## src/rtl/comp_task_scheduler_if.sv

```systemverilog
// comp_task_scheduler_if: offer/ack and busy handshake between scheduler and comparator
// master (scheduler): drives sched_valid, sched_task_id, sched_busy; samples sched_ack, comp_done
// slave (comparator): samples the offer and busy flag; drives sched_ack, comp_done
interface comp_task_scheduler_if #(parameter int TASK_ID_W = 4);
  logic                 sched_valid;
  logic [TASK_ID_W-1:0] sched_task_id;
  logic                 sched_ack;
  logic                 comp_done;
  logic                 sched_busy;
  modport master(output sched_valid, sched_task_id, sched_busy, input sched_ack, comp_done);
  modport slave(input sched_valid, sched_task_id, sched_busy, output sched_ack, comp_done);
endinterface

```

## src/rtl/comp_task_scheduler.sv

```systemverilog
// comp_task_scheduler: round-robin task picker for the fingerprint comparator with busy watchdog
// ports: clk, reset_n (sync, active-low); task_enable/oflow_fprints_ready/fprint_checkin form the
// request vector; sched (master) carries the offer/ack/done/busy handshake; sched_timeout is a
// sticky watchdog flag cleared by timeout_clear; sched_grant_count counts accepted grants.
// GRANT_MAX sets the saturation point of the grant counter.
module comp_task_scheduler #(
  parameter int          NUM_TASKS      = 16,
  parameter int          TASK_ID_W      = 4,
  parameter int          TIMEOUT_CYCLES = 1024,
  parameter int          TIMER_W        = 11,
  parameter logic [15:0] GRANT_MAX      = 16'hFFFF
) (
  input  logic                  clk,
  input  logic                  reset_n,
  input  logic [NUM_TASKS-1:0]  task_enable,
  input  logic [NUM_TASKS-1:0]  oflow_fprints_ready,
  input  logic [NUM_TASKS-1:0]  fprint_checkin,
  comp_task_scheduler_if.master sched,
  output logic                  sched_timeout,
  input  logic                  timeout_clear,
  output logic [15:0]           sched_grant_count
);
  typedef enum logic [1:0] {IDLE, OFFER, BUSY} state_t;
  state_t state, state_n;
  logic [NUM_TASKS-1:0] req;
  logic [TASK_ID_W-1:0] rr_ptr, rr_ptr_n, task_id, task_id_n, winner, idx;
  logic [TIMER_W-1:0] timer, timer_n;
  logic [15:0] cnt_n;
  logic timeout_n;
  assign req = task_enable & (oflow_fprints_ready | fprint_checkin);
  assign sched.sched_valid = state == OFFER;
  assign sched.sched_busy = state == BUSY;
  assign sched.sched_task_id = task_id;
  // scan offsets high to low so the smallest offset from rr_ptr is the last (winning) assignment
  always_comb begin
    winner = rr_ptr;
    idx = rr_ptr;
    for (int k = NUM_TASKS - 1; k >= 0; k--) begin
      idx = rr_ptr + TASK_ID_W'(k);
      if (req[idx]) winner = idx;
    end
  end
  always_comb begin
    state_n = state;
    rr_ptr_n = rr_ptr;
    task_id_n = task_id;
    timer_n = timer;
    cnt_n = sched_grant_count;
    timeout_n = sched_timeout & ~timeout_clear;
    case (state)
      IDLE: begin
        state_n = |req ? OFFER : IDLE;
        task_id_n = |req ? winner : task_id;
      end
      OFFER: begin
        if (sched.sched_ack) begin
          state_n = BUSY;
          rr_ptr_n = task_id + TASK_ID_W'(1);
          cnt_n = sched_grant_count == GRANT_MAX ? sched_grant_count : sched_grant_count + 16'd1;
          timer_n = '0;
        end else if (!req[task_id]) state_n = IDLE;
      end
      BUSY: begin
        timer_n = timer + TIMER_W'(1);
        if (sched.comp_done) state_n = IDLE;
        else if (timer == TIMER_W'(TIMEOUT_CYCLES - 1)) begin
          state_n = IDLE;
          timeout_n = 1'b1;
        end
      end
      default: state_n = IDLE;
    endcase
  end
  always_ff @(posedge clk) begin
    if (!reset_n) begin
      state <= IDLE;
      rr_ptr <= '0;
      task_id <= '0;
      timer <= '0;
      sched_grant_count <= '0;
      sched_timeout <= 1'b0;
    end else begin
      state <= state_n;
      rr_ptr <= rr_ptr_n;
      task_id <= task_id_n;
      timer <= timer_n;
      sched_grant_count <= cnt_n;
      sched_timeout <= timeout_n;
    end
  end
endmodule

```

## src/flat_wrapper.sv

```systemverilog
// flat-port wrapper written by rule: the top's interface ports become plain ports
module comp_task_scheduler_flat 
#(
  parameter int          NUM_TASKS      = 16,
  parameter int          TASK_ID_W      = 4,
  parameter int          TIMEOUT_CYCLES = 1024,
  parameter int          TIMER_W        = 11,
  parameter logic [15:0] GRANT_MAX      = 16'hFFFF
)
  (clk, reset_n, task_enable, oflow_fprints_ready, fprint_checkin, sched_timeout, timeout_clear, sched_grant_count, sched_sched_valid, sched_sched_task_id, sched_sched_busy, sched_sched_ack, sched_comp_done);
  comp_task_scheduler_if #(.TASK_ID_W(TASK_ID_W)) sched_i ();
  input  logic clk;
  input  logic reset_n;
  input  logic [NUM_TASKS-1:0] task_enable;
  input  logic [NUM_TASKS-1:0] oflow_fprints_ready;
  input  logic [NUM_TASKS-1:0] fprint_checkin;
  output logic sched_timeout;
  input  logic timeout_clear;
  output logic [15:0] sched_grant_count;
  output wire logic [$bits(sched_i.sched_valid)-1:0] sched_sched_valid;
  output wire logic [$bits(sched_i.sched_task_id)-1:0] sched_sched_task_id;
  output wire logic [$bits(sched_i.sched_busy)-1:0] sched_sched_busy;
  input wire logic [$bits(sched_i.sched_ack)-1:0] sched_sched_ack;
  input wire logic [$bits(sched_i.comp_done)-1:0] sched_comp_done;
  assign sched_sched_valid = sched_i.sched_valid;
  assign sched_sched_task_id = sched_i.sched_task_id;
  assign sched_sched_busy = sched_i.sched_busy;
  assign sched_i.sched_ack = sched_sched_ack;
  assign sched_i.comp_done = sched_comp_done;
  comp_task_scheduler #(.NUM_TASKS(NUM_TASKS), .TASK_ID_W(TASK_ID_W), .TIMEOUT_CYCLES(TIMEOUT_CYCLES), .TIMER_W(TIMER_W), .GRANT_MAX(GRANT_MAX)) u_core (.clk(clk), .reset_n(reset_n), .task_enable(task_enable), .oflow_fprints_ready(oflow_fprints_ready), .fprint_checkin(fprint_checkin), .sched(sched_i), .sched_timeout(sched_timeout), .timeout_clear(timeout_clear), .sched_grant_count(sched_grant_count));
endmodule
```

## config.mk

```make
export PLATFORM = sky130hd
export DESIGN_NAME = comp_task_scheduler_flat
export DESIGN_NICKNAME = d
export VERILOG_FILES = /design/src/rtl/comp_task_scheduler_if.sv /design/src/rtl/comp_task_scheduler.sv /design/src/flat_wrapper.sv
export SDC_FILE = /design/constraint.sdc
export NUM_CORES = 1
export LEC_CHECK = 0
export BUFFER_PORTS_ARGS = -buffer_cell sky130_fd_sc_hd__clkbuf_2
export CORE_ASPECT_RATIO = 0.8
export CORE_MARGIN = 1
export CORE_UTILIZATION = 58
export DETAILED_ROUTE_END_ITERATION = 10
export GPL_ROUTABILITY_DRIVEN = 1
export PLACE_DENSITY = 0.82
export SLEW_MARGIN = 10
export SYNTH_ARGS = -nofsm -noshare
export SYNTH_HDL_FRONTEND = slang
export SYNTH_SLANG_ARGS = --single-unit
```

## constraint.sdc

```tcl
create_clock -name clk -period 3.85 [get_ports clk]
set_input_delay 0.1925 -clock clk [delete_from_list [all_inputs] [get_ports clk]]
set_output_delay 0.1925 -clock clk [all_outputs]
set_load 0.01 [all_outputs]
```

## Yosys cells after proc, flatten, opt, wreduce, memory -nomap -nowiden

Index checks and enable logic that the tools add are counted.
W data, S select, Z words.

- Input port bits: 53
- Logic and storage cells: 122
- Register bits: 38
- Output and inout bits: 23

- Magnitude comparators: 17
- Equal/unequal tests: 7
- Muxes and demuxes: 61
- Bitwise operators: 5
- Add/subtract/negate cells: 18
- Reductions and logical operators: 8

Operators with widths:

| cell | count |
|---|---|
| $lt A4 B5 Y1 const B | 17 |
| $bmux W1 S4 | 17 |
| $mux W4 | 16 |
| $add A4 B4 Y4 const B | 8 |
| $pmux W11 S2 | 1 |
| $mux W1 | 21 |
| $add A16 B1 Y16 const B | 1 |
| $add A4 B3 Y4 const B | 4 |
| $and A16 B16 Y16 | 1 |
| $eq A16 B16 Y1 const B | 1 |
| $or A16 B16 Y16 | 1 |
| $reduce_or A16 Y1 | 1 |
| $add A11 B1 Y11 const B | 1 |
| $eq A11 B10 Y1 const B | 1 |
| $mux W11 | 1 |
| $add A4 B1 Y4 const B | 2 |
| $add A4 B2 Y4 const B | 2 |
| $mux W2 | 4 |
| $reduce_and A2 Y1 | 4 |
| $pmux W2 S3 | 1 |
| $ne A3 B1 Y1 const B | 1 |
| $ne A3 B3 Y1 const B | 1 |
| $reduce_and A3 Y1 | 1 |
| $eq A2 B1 Y1 const B | 1 |
| 6 further kinds | 7 |

## Longest topological paths before layout

- Depth after elaboration: 20
- Gate-level depth with buffers: 15
- Depth with buffers taken out: 11

## Worst setup path after synthesis

Ideal clock, no wire load.

- Path type: register -> register
- Start point: register u_core.rr_ptr[0]
- End point: register u_core.task_id[0] (netlist: u_core.sched.sched_task_id[0])
- Arrival: 3.158 ns
- Cell stages (with the launch flop): 15
- Library setup time: 0.079 ns
- Path slack: 0.613 ns
- Cells stage by stage: dfxtp_1 -> buf_4 -> inv_2 -> buf_6 -> ha_1 -> buf_2 -> buf_4 -> mux4_1 -> o21ai_0 -> o2bb2ai_1 -> a21boi_1 -> a221o_1 -> a2bb2oi_2 -> mux2_1 -> o221ai_2

- Cells in the longest elaborated chain, start to end: 19
- Elaborated cells between the ends (all ways): 63
- Classes of those cells: add/sub: 15; mux: 48

Ends and longest elaborated chain:

| item | line | source |
|---|---|---|
| start, declared | comp_task_scheduler.sv:26 | `logic [TASK_ID_W-1:0] rr_ptr, rr_ptr_n, task_id, task_id_n, winner, idx;` |
| start signal, assigned | comp_task_scheduler.sv:84 | `rr_ptr <= rr_ptr_n;` |
| $add A4 B4 Y4 | comp_task_scheduler.sv:39 | `idx = rr_ptr + TASK_ID_W'(k);` |
| $bmux W1 S4 | comp_task_scheduler.sv:40 | `if (req[idx]) winner = idx;` |
| $mux W1 (implied by the code) | comp_task_scheduler.sv:40 |  |
| $mux W4 (15 in a row) | comp_task_scheduler.sv:40 |  |
| $mux W4 * | comp_task_scheduler.sv:40 |  |
| end signal, assigned | comp_task_scheduler.sv:85 | `task_id <= task_id_n;` |
| end, declared | comp_task_scheduler.sv:26 |  |

Every way passes the cells marked *; elsewhere a longest branch is shown, timed or not. The select of a mux whose other input is x is not followed.
A chain may end at the register's enable or synchronous reset.

## Final worst setup path

- Start point: register u_core.rr_ptr[1]
- End point: register u_core.task_id[0] (netlist: u_core.sched.sched_task_id[0])

The elaborated chain is that of the path after synthesis.

==> run_results.csv <==
group,metric,value,unit
setup_path,worstReg2RegStart,"u_core.rr_ptr[1]",
finish,final_cells,708,
flow_run,maxCapViolCount,0,
timing,period_share,0.925,
die,io_pins,76,
timing,layout_min_cycle_time,3560,ps
die,core.rowCount,28,
timing,slew_headroom,0.453,
timing,hold_viol_final,0,
pwr,p_per_area,408,nW/µm²
placed_design,routabilityCongestion,1.01,
pwr,p_leak,0.00194,µW
route,dr.pass1.iters,5,
yosys,synth_edf_count,0,
die,initial_core_util,0.598,
route,drt-met1-wl,5670,µm
route,remaining_drc_errors,0,
setup_path,cp_num_buf_inv,1,
pwr,p_sw_frac,0.426,
yosys,synth_area_per_cell,8.28,µm²
yosys,synth_ff_type,"dfxtp_1",
route,ant_nets,0,
status,status,"complete, no violations",
setup_path,endpoint,"u_core.sched.sched_task_id[0]",
yosys,async_flop_share,0,
clock_tree,cts_buffers,5,
placed_design,dp_hpwl,10500,µm
global_route,overflow,0,
yosys,syn_nets,597,
hold_path,hold_depth,4,
global_route,grt_start_max_net_pins,44,
route,drt-wirelength-per-cell,19.3,µm
yosys,synth-compound-area-share,0.285,
finish,diodes,0,
yosys,synth_top_area_share,0.172,
clock_tree,htree_num_levels,2,
clock_tree,cts-resized-gates,0,
setup_path,reg2regPathDepth,11,
pwr,seqPwrFrac,0.227,
yosys,ys_ff_latch,38,
finish,area_growth,13.3,%
timing,worst_pin_slew,813,ps
timing,rsz0062_at_grt,"false",
yosys,synth_top_family_by_area,"compound AO/OA/AOI/OAI gates",
timing,setup_violations,0,
yosys,synthMuxAreaShare,0.196,
route,drt-total-wl,13700,µm
yosys,yosys.area_share.adder,0.0283,
timing,fin_skew,9.31,ps
yosys,synth_common_cells,"nand2_1 (45), o21ai_0 (45), dfxtp_1 (38), nor2_1 (34), nand3_1 (30)",
yosys,synthCells,534,
pwr,clock_power_share,0.208,
timing,setup-tns-final,0,ps
setup_path,cp.depth,11,
setup_path,crit_path_max_incr_delay,710,ps
clock_tree,root_buffer,"clkbuf_8",
global_route,grt_pass1_wl,21700,µm
die,fp.dieH,80.1,µm
pwr,ir_drop,0.000164,V
yosys,yosys.area.top_type,"dfxtp_1",
yosys,synth_seq_area_share,0.172,
yosys,yosys_warnings,0,
route,vias,4685,
global_route,antenna_found_initial,0,
pwr,p_int,1170,µW
pwr,p_switching,870,µW
finish,drive_above_1_share,0.240,
die,dieWidth,99.6,µm
route,highest_layer,"met4",
timing,setup_slack,290,ps
setup_path,critPathSlowestCell,"nor4_1",
setup_path,worstSetupStartpointType,"flop",
clock_tree,insertion_delay,290,ps
yosys,synth-xor-area-share,0.0586,
die,coreArea,7390,µm²
route,viasPerCell,6.62,
timing,slew_violations,0,
clock_tree,cts_hold_buffers,0,
setup_path,end_kind,"flop",
setup_path,critPathLaunch,"u_core.rr_ptr[1]",
yosys,ys_types,76,
clock_tree,post_cts_buffers,0,
route,drt_iter0_drc,411,
setup_path,path_cells,"inv_1 -> ha_1 -> nor3b_1 -> a22o_1 -> nor4_1 -> mux2_2 -> o21ai_0 -> a221o_1 -> a2bb2oi_2 -> mux2_1 -> o221ai_2",
setup_path,worstReg2RegEnd,"u_core.sched.sched_task_id[0]",
hold_path,hold_path.class,"in -> reg",
pwr,combPwrFrac,0.566,
setup_path,path_max_fanout,15,
setup_path,critPathArrivalTime,3770,ps
clock_tree,clock_path_buffers,2,
global_route,track_usage,0.349,
placed_design,port_buffers,75,
setup_path,crit_family,"simple AND/OR/NAND/NOR gates",
setup_path,r2r_slack,290,ps
die,die_area,7980,µm²
clock_tree,clk_pin_slew_worst_paths,80,ps
setup_path,cp.required,4060,ps
yosys,netlist_top_cells_area,"dfxtp_1 (17%), mux4_2 (12%), o21ai_0 (5.1%)",
clock_tree,tritoncts,"done",
global_route,first_global_vias,4167,
yosys,netlist_area,4420,µm²
route,wl_met2,6160,µm
route,route.met3.wl,1570,µm
finish,nNetsFinal,665,
setup_path,criticalPathCategory,"reg -> reg",
placed_design,dp_slack,423,ps
timing,fmax,281,MHz
placed_design,placed_cells,700,
clock_tree,cts.sinks,38,
yosys,yosys.area_share.simple,0.211,
==> per-stage QoR <==
step	utilization	power (µW)	hold WS [ps]	instance area, µm²
after global placement	0.659	1570	487	4870
final	0.678	2040	221	5010
after CTS	0.678	2010	227	5010
after detailed placement	0.659	1590	502	4870
after global routing	0.678	2150	232	5010
after floorplan	-	1300	412	4420
==> power groups by stage <==
stage,clock [µW],sequential (µW),combinational (µW)
after floorplan,0,445,852
after global placement,0,469,1100
after detailed placement,0,470,1120
after CTS,427,461,1120
after global routing,446,467,1240
final,424,464,1160
==> cell type report <==
cell class	instances	area [µm²]
Tap cell	105	131
Inverter	13	48.8
Clock inverter	2	60.1
Clock buffer	6	82.6
Sequential cell	38	761
Timing Repair Buffer	89	480
Fill cell	640	2380
Multi-Input combinational cell	455	3450
==> cell families after synthesis <==
group / count (synthesis)
adder cells (fa/ha/maj): 10
XOR/XNOR: 27
AO/OA/AOI/OAI: 179
flip-flops: 38
AND/OR/NAND/NOR: 185
multiplexers: 54
buffers and inverters: 41
==> sequential cells by signal, summed over array words and instances, names as in the netlist <==
name                        flops
u_core.sched_grant_count       16
u_core.sched_timeout            1
u_core.rr_ptr                   4
u_core.timer                   11
u_core.sched.sched_task_id      4
u_core.state                    2
==> layer usage <==
layer,vias up,GRT usage
met5,-,0
met4,0,0.0868
met3,31,0.0809
met2,278,0.542
met1,2185,0.489
li1,2191,-
==> placed cells by master, fill, tap and decap left out, types with 11 or more instances in the layout <==
| master | count |
|---|---|
| clkbuf_2 | 75 |
| nand2_1 | 45 |
| o21ai_0 | 45 |
| dfxtp_1 | 38 |
| nor2_1 | 34 |
| nand3_1 | 30 |
| mux4_2 | 24 |
| o21a_1 | 21 |
| xnor2_1 | 20 |
| and2_1 | 20 |
| mux2i_1 | 20 |
| a21oi_1 | 19 |
| buf_4 | 14 |
| nor3_1 | 13 |
| o211ai_1 | 11 |
==> how the worst min path moves through the flow <==
stage                               start                   end
after floorplan             timeout_clear  u_core.sched_timeout
after global placement    u_core.timer[3]       u_core.timer[3]
after detailed placement  u_core.timer[1]       u_core.timer[1]
after CTS                 sched_comp_done       u_core.state[1]
after global routing      sched_comp_done       u_core.state[1]
final                       timeout_clear  u_core.sched_timeout
==> worst min-delay path: stages <==
cell      delay (ps)
clkbuf_2          70
nor2b_1           30
a21oi_1          120
nor2b_1           50
Power figures use the tool's default switching activity.
